<file path="src/rtl/cam_capture_scaler.sv">
// cam_capture_scaler: OV7670 RGB565 byte-stream capture front end.
// Pairs camera bytes into pixels, decimates by DEC in both axes, repacks to
// RGB444 or RGB332 and emits row-major frame-buffer writes. Also provides
// continuous/single-shot capture control, a frame counter and sticky error
// flags for malformed lines and frames with too many lines.
module cam_capture_scaler #(
  parameter int AW   = 15,
  parameter int DW   = 12,
  parameter int IN_W = 160,
  parameter int IN_H = 120,
  parameter int DEC  = 1
) (
  input  logic          clk,
  input  logic          rst,
  input  logic          cap_en,
  input  logic          single_shot,
  input  logic          fmt_sel,
  input  logic          CAM_vsync,
  input  logic          CAM_href,
  input  logic [7:0]    CAM_px_data,
  output logic          DP_RAM_regW,
  output logic [AW-1:0] DP_RAM_addr_in,
  output logic [DW-1:0] DP_RAM_data_in,
  output logic          busy,
  output logic          frame_done,
  output logic [7:0]    frame_cnt,
  output logic          err_line,
  output logic          err_ovf
);

  localparam int OUT_W = IN_W / DEC;
  localparam int OUT_H = IN_H / DEC;
  localparam int DCW   = (DEC > 1) ? $clog2(DEC) : 1;
  localparam int CW    = $clog2(OUT_W + 1);
  localparam int RW    = $clog2(OUT_H + 1);
  localparam int BW    = $clog2(2 * IN_W) + 1;
  localparam logic [BW-1:0] LINE_BYTES = BW'(2 * IN_W);

  typedef enum logic [2:0] {
    S_IDLE, S_WAIT_SOF, S_ACTIVE, S_DONE, S_HALT
  } state_t;

  state_t          state_q, state_d;
  logic            vsync_q, vsync_d;
  logic            line_open_q, line_open_d;   // at least one byte taken on current line
  logic            phase_q, phase_d;           // 0: expecting b0, 1: expecting b1
  logic [6:0]      b0_q, b0_d;                 // {b0[7:4], b0[2:0]}; b0[3] never used
  logic [BW-1:0]   byte_cnt_q, byte_cnt_d;     // saturating bytes-on-line count
  logic [DCW-1:0]  dcol_q, dcol_d;             // input column mod DEC
  logic [DCW-1:0]  drow_q, drow_d;             // input row mod DEC
  logic [CW-1:0]   col_out_q, col_out_d;       // kept column index, saturates at OUT_W
  logic [RW-1:0]   row_out_q, row_out_d;       // kept line index, saturates at OUT_H
  logic [AW-1:0]   row_base_q, row_base_d;
  logic            regw_q, regw_d;
  logic [AW-1:0]   addr_q, addr_d;
  logic [DW-1:0]   data_q, data_d;
  logic [7:0]      frame_cnt_q, frame_cnt_d;
  logic            err_line_q, err_line_d;
  logic            err_ovf_q, err_ovf_d;

  logic sof, eof, accept, line_end, keep_px;

  assign sof      = vsync_q & ~CAM_vsync;
  assign eof      = ~vsync_q & CAM_vsync;
  // A byte arriving on the EOF cycle is not taken; that cycle closes the line.
  assign accept   = (state_q == S_ACTIVE) & CAM_href & ~eof;
  assign line_end = (state_q == S_ACTIVE) & line_open_q & (~CAM_href | eof);
  assign keep_px  = (dcol_q == '0) && (drow_q == '0) &&
                    (col_out_q < CW'(OUT_W)) && (row_out_q < RW'(OUT_H));

  // Next-state, capture datapath and write generation.
  always_comb begin
    // NOTE: every _d gets a default before any branch so no path leaves a
    // variable unassigned; otherwise synthesis would infer a latch.
    state_d     = state_q;
    vsync_d     = CAM_vsync;
    line_open_d = line_open_q;
    phase_d     = phase_q;
    b0_d        = b0_q;
    byte_cnt_d  = byte_cnt_q;
    dcol_d      = dcol_q;
    drow_d      = drow_q;
    col_out_d   = col_out_q;
    row_out_d   = row_out_q;
    row_base_d  = row_base_q;
    regw_d      = 1'b0;
    addr_d      = addr_q;
    data_d      = data_q;
    frame_cnt_d = frame_cnt_q;
    err_line_d  = err_line_q;
    err_ovf_d   = err_ovf_q;

    unique case (state_q)
      S_IDLE:     if (cap_en) state_d = S_WAIT_SOF;
      S_WAIT_SOF: if (sof) begin
        state_d     = S_ACTIVE;
        line_open_d = 1'b0;
        phase_d     = 1'b0;
        byte_cnt_d  = '0;
        dcol_d      = '0;
        drow_d      = '0;
        col_out_d   = '0;
        row_out_d   = '0;
        row_base_d  = '0;
        err_line_d  = 1'b0;
        err_ovf_d   = 1'b0;
      end
      S_ACTIVE:   if (eof) state_d = S_DONE;
      S_DONE: begin
        frame_cnt_d = frame_cnt_q + 8'd1;
        if (single_shot)  state_d = S_HALT;
        else if (!cap_en) state_d = S_IDLE;
        else              state_d = S_WAIT_SOF;
      end
      S_HALT:     if (!cap_en) state_d = S_IDLE;
      default:    state_d = S_IDLE;
    endcase

    if (accept) begin
      line_open_d = 1'b1;
      phase_d     = ~phase_q;
      if (byte_cnt_q != '1) byte_cnt_d = byte_cnt_q + BW'(1);
      if (!phase_q) begin
        b0_d = {CAM_px_data[7:4], CAM_px_data[2:0]};
      end else begin
        if (keep_px) begin
          regw_d = 1'b1;
          addr_d = row_base_q + AW'(col_out_q);
          if (fmt_sel) data_d = DW'({b0_q[6:4], b0_q[2:0], CAM_px_data[4:3]});
          else         data_d = DW'({b0_q[6:3], b0_q[2:0], CAM_px_data[7], CAM_px_data[4:1]});
        end
        if (dcol_q == '0 && col_out_q < CW'(OUT_W)) col_out_d = col_out_q + CW'(1);
        dcol_d = (dcol_q == DCW'(DEC - 1)) ? '0 : dcol_q + DCW'(1);
      end
    end

    if (line_end) begin
      line_open_d = 1'b0;
      if (phase_q || byte_cnt_q != LINE_BYTES) err_line_d = 1'b1;
      phase_d    = 1'b0;
      byte_cnt_d = '0;
      dcol_d     = '0;
      col_out_d  = '0;
      // Row base advances by a full output line, so short lines never skew rows.
      if (drow_q == '0) begin
        if (row_out_q < RW'(OUT_H)) begin
          row_out_d  = row_out_q + RW'(1);
          row_base_d = row_base_q + AW'(OUT_W);
        end else begin
          err_ovf_d = 1'b1;
        end
      end
      drow_d = (drow_q == DCW'(DEC - 1)) ? '0 : drow_q + DCW'(1);
    end
  end

  // State and datapath registers; reset aborts any frame in progress.
  always_ff @(posedge clk or posedge rst) begin
    if (rst) begin
      state_q     <= S_IDLE;
      vsync_q     <= 1'b0;
      line_open_q <= 1'b0;
      phase_q     <= 1'b0;
      b0_q        <= '0;
      byte_cnt_q  <= '0;
      dcol_q      <= '0;
      drow_q      <= '0;
      col_out_q   <= '0;
      row_out_q   <= '0;
      row_base_q  <= '0;
      regw_q      <= 1'b0;
      addr_q      <= '0;
      data_q      <= '0;
      frame_cnt_q <= '0;
      err_line_q  <= 1'b0;
      err_ovf_q   <= 1'b0;
    end else begin
      // NOTE: non-blocking assignments so every flop samples pre-edge values.
      state_q     <= state_d;
      vsync_q     <= vsync_d;
      line_open_q <= line_open_d;
      phase_q     <= phase_d;
      b0_q        <= b0_d;
      byte_cnt_q  <= byte_cnt_d;
      dcol_q      <= dcol_d;
      drow_q      <= drow_d;
      col_out_q   <= col_out_d;
      row_out_q   <= row_out_d;
      row_base_q  <= row_base_d;
      regw_q      <= regw_d;
      addr_q      <= addr_d;
      data_q      <= data_d;
      frame_cnt_q <= frame_cnt_d;
      err_line_q  <= err_line_d;
      err_ovf_q   <= err_ovf_d;
    end
  end

  assign DP_RAM_regW    = regw_q;
  assign DP_RAM_addr_in = addr_q;
  assign DP_RAM_data_in = data_q;
  assign busy           = (state_q == S_WAIT_SOF) || (state_q == S_ACTIVE);
  assign frame_done     = (state_q == S_DONE);
  assign frame_cnt      = frame_cnt_q;
  assign err_line       = err_line_q;
  assign err_ovf        = err_ovf_q;

endmodule
</file>
<file path="config.mk">
export PLATFORM = sky130hd
export DESIGN_NAME = cam_capture_scaler
export DESIGN_NICKNAME = d
export VERILOG_FILES = /design/src/rtl/cam_capture_scaler.sv
export SDC_FILE = /design/constraint.sdc
export NUM_CORES = 1
export LEC_CHECK = 0
export CORE_UTILIZATION = 32
export CTS_BUF_LIST = sky130_fd_sc_hd__clkbuf_4 sky130_fd_sc_hd__clkbuf_8
export DETAILED_ROUTE_END_ITERATION = 12
export GPL_TIMING_DRIVEN = 0
export PLACE_DENSITY = 0.59
export SYNTH_ARGS = -nofsm -noshare
export SYNTH_HDL_FRONTEND = slang
export SYNTH_SLANG_ARGS = --single-unit
</file>
<file path="constraint.sdc">
create_clock -name clk -period 8.1 [get_ports clk]
set_clock_uncertainty 0.05 [all_clocks]
set_input_delay 1.62 -clock clk [delete_from_list [all_inputs] [get_ports clk]]
set_output_delay 1.62 -clock clk [all_outputs]
set_load 0.05 [all_outputs]
</file>
==> key figures <==
Setup path
  • CP endpoint kind: output port
  • Crit Path Category: reg -> out
  • Worst path arrival time: 2.34 ns
  • WP data required: 6.43 ns
  • CP max FO: 8
  • CP Launch Type: register

GRT
  • Largest net degree at the start of global routing: between 40 and 50
  • GRT overflow: 0
  • Initial antenna violation count: 0
  • Vias in the first global route: 3368
  • First-pass GRT wire length: 16170 um
  • GR Util All Layers: 14.05%

Min path
  • Worst hold path type: reg -> reg

Power and ir drop
  • Worst vdd ir: between 0.00015 and 0.0002 V
  • Leakage: 2.426 nW
  • Pwr dens: 242.5 nW/um^2

Detailed routing
  • Average vias per placed instance: 4.957
  • Met2 Routed Length: 4206 um
  • 1st-iter DRT viols: 203
  • Met3 Wirelength: 518 um
  • Routed WL: 9386 um
  • Routed len/inst: 13.54 um
  • Vias: 3435
  • Wire length on met1: 4550 um
  • Number of remaining DRC errors: 0
  • Top Layer Used: met4
  • Drt first pass iters: 7
  • Remaining antenna violation count: 0

Placement
  • Final GP Congestion: 0.8263
  • Placed cell area: approximately 5300 um^2
  • Pre-CTS setup slack: 4.136 ns
  • Dpl hpwl: around 6700 um
  • Port bufs: 54

Cells and area
  • Fin area: 5479 um^2
  • Register Area: approximately 2300 um^2
  • Filler cells: 1341
  • Fraction of layout cells with a size suffix above 1: approximately 7.7%
  • Layout Nets: 543
  • Ant diodes: 0
  • Fin util: 40.73%
  • Layout area overhead: 22.05%
  • Multi-input gate area: 2067 um^2

STA
  • Final-report hold violation count: 0
  • Slew Limit Headroom: roughly 38%
  • Final WS setup: 4.086 ns
  • Period minus WS final: around 4 ns
  • Final Cycle Share: 49.55%
  • Hold WS: about 0.43 ns
  • Least-Margin Pin Slew: 0.9336 ns
  • TNS Setup: 0 ns
  • RSZ-0062 raised after global routing: no
  • Fmax: approximately 250 MHz
  • Max Slew Vio Count: 0
  • Endpoints failing setup: 0

Clock network
  • H-tree depth: 3
  • CTS tree: done
  • Root Buffer: clkbuf_8
  • Clk Latency, worst-skew pair: 0.37 ns
  • Clock transition at the registers of the reported paths: roughly 0.090 ns
  • Post CTS Setup Buffer Count: 0
  • Sink Count: 92
  • TritonCTS buffer count: 9
  • Post-CTS Hold Buffers: 0
  • Max clock buf depth: 2
  • Resized Gates After CTS: 0

Yosys
  • YS warnings: 0
  • Post-synth ARST share: 100.0%
  • Post-synth design cell area: 4489 um^2
  • Synth Instances: 447
  • Library cells used by synthesis: ~50
  • Mean Syn Cell Area: 10.04 um^2
  • Flops & latches, synth: 92
  • Register area share after synthesis: around 51%
  • Mapped Nets: between 400 and 500
  • Post-synth EDFFs: 0
  • Top_reg_cell synth: dfrtp_1

Outcome
  • Outcome: complete, no violations

Die
  • Initial Utilization: 33.37%
  • Boundary Pins: 55
  • Die height: 120.4 um
  • Core Rows: between 40 and 50
  • Die Wd: 120.4 um
  • Full die area: about 15000 um^2
  • CORE AREA: 13450 um^2

Flow run
  • Maxcap violations: 0
critical path, cell delays in order, from the launching register on:
cell	delay [ns]
dfrtp_1	0.32
buf_2	0.19
inv_1	0.10
nor3b_2	0.45
clkdlybuf4s50_1	0.90
cell usage in the layout (no fill, tap or decap), types with 3 or more instances in the layout:
cell,count
a211oi_1,4
a21o_1,6
a21oi_1,17
a31oi_1,4
and2_1,7
and4_1,3
buf_2,3
clkbuf_1,10
clkbuf_8,10
clkdlybuf4s50_1,54
clkinvlp_4,3
dfrtp_1,92
ha_1,14
inv_1,9
mux2_2,9
mux2i_1,14
nand2_1,64
nand2b_1,7
nand3_1,24
nand3b_1,3
nand4_1,14
nor2_1,25
nor2b_1,3
o21ai_0,49
or3_1,3
xnor2_1,13
xor2_1,13
metal layers:
| layer | global-route usage, % | up-vias |
|---|---|---|
| met5 | 0 | - |
| met4 | 4.090 | 0 |
| met3 | 3.160 | 12 |
| met2 | 22.52 | 107 |
| met1 | 18.97 | 1603 |
| li1 | - | 1713 |
final cells by class:
| type | instances | area share, % |
|---|---|---|
| repair buffers | 55 | 10.37 |
| clock inverters | 5 | 1.119 |
| flip-flops and latches | 92 | 42.02 |
| clock buffers | 10 | 2.512 |
| inverters | 10 | 0.7308 |
| well taps | 176 | 4.019 |
| multi-input cells | 328 | 37.73 |
| plain buffers | 17 | 1.507 |
metrics by stage:
| step | total power, mW | cells |
|---|---|---|
| floorplan | 0.8844 | 447 |
| global placement | 1.018 | 677 |
| detailed placement | 1.026 | 678 |
| CTS | 1.346 | 693 |
| global route | 1.409 | 693 |
| finish | 1.329 | 693 |
path summary, 6_finish.rpt:
kind / startpoint / end / slack, ns / cells past startpoint
worst max register to register: col_out_q[0] / DP_RAM_addr_in[14] / 5.32 / 8
worst min register to register: frame_cnt[7] / frame_cnt[7] / 0.43 / 1
min in group asynchronous: rst / frame_cnt[6] / 1.62 / 2
worst max-delay path: state_q[0] / frame_done / 4.09 / 4
worst min-delay path: frame_cnt[7] / frame_cnt[7] / 0.43 / 1
max in group asynchronous: rst / DP_RAM_addr_in[8] / 5.75 / 3
power breakdown:
part	internal, mW	switching, mW	leakage (nW)
combinational	0.158	0.273	1.08
clock	0.150	0.164	0.0910
sequential	0.527	0.0558	1.26
flip-flops by register name (all words and copies together) (netlist names):
register / cells
DP_RAM_addr_in: 15
row_base_q: 15
DP_RAM_data_in: 12
byte_cnt_q: 10
col_out_q: 8
frame_cnt: 8
b0_q: 7
row_out_q: 7
state_q: 3
DP_RAM_regW: 1
dcol_q: 1
err_line: 1
err_ovf: 1
line_open_q: 1
phase_q: 1
vsync_q: 1
cells in the mapped netlist (2+ instances only):
cell type,n,area [um^2]
a211oi_1,4,30.03
a21o_1,6,45.04
a21oi_1,17,85.08
a31oi_1,4,25.02
and2_1,7,43.79
and3_1,2,12.51
and4_1,3,26.28
buf_2,3,15.01
buf_4,2,15.01
clkbuf_1,10,37.54
dfrtp_1,92,2302
ha_1,14,175.2
inv_1,10,37.54
mux2_2,9,101.4
mux2i_1,14,140.1
nand2_1,64,240.2
nand2b_1,7,43.79
nand3_1,24,120.1
nand3b_1,3,22.52
nand4_1,14,87.58
nand4b_1,2,17.52
nor2_1,25,93.84
nor2b_1,3,18.77
nor3_1,2,10.01
nor3b_1,2,15.01
nor3b_2,2,25.02
nor4_1,2,12.51
o211ai_1,2,15.01
o21ai_0,49,245.2
o41ai_1,2,17.52
or3_1,3,18.77
xnor2_1,13,113.9
xor2_1,13,113.9
logic make-up after synthesis:
family | Yosys count | share of synthesized area, %
mux | 23 | 5.379
flops | 92 | 51.28
simple gates | 171 | 19.23
compound gates | 93 | 12.01
xor+xnor | 26 | 5.072
buf+inv | 27 | 2.675
fa+ha+maj | 15 | 4.348
No activity file was read; power rests on OpenSTA's default activity.
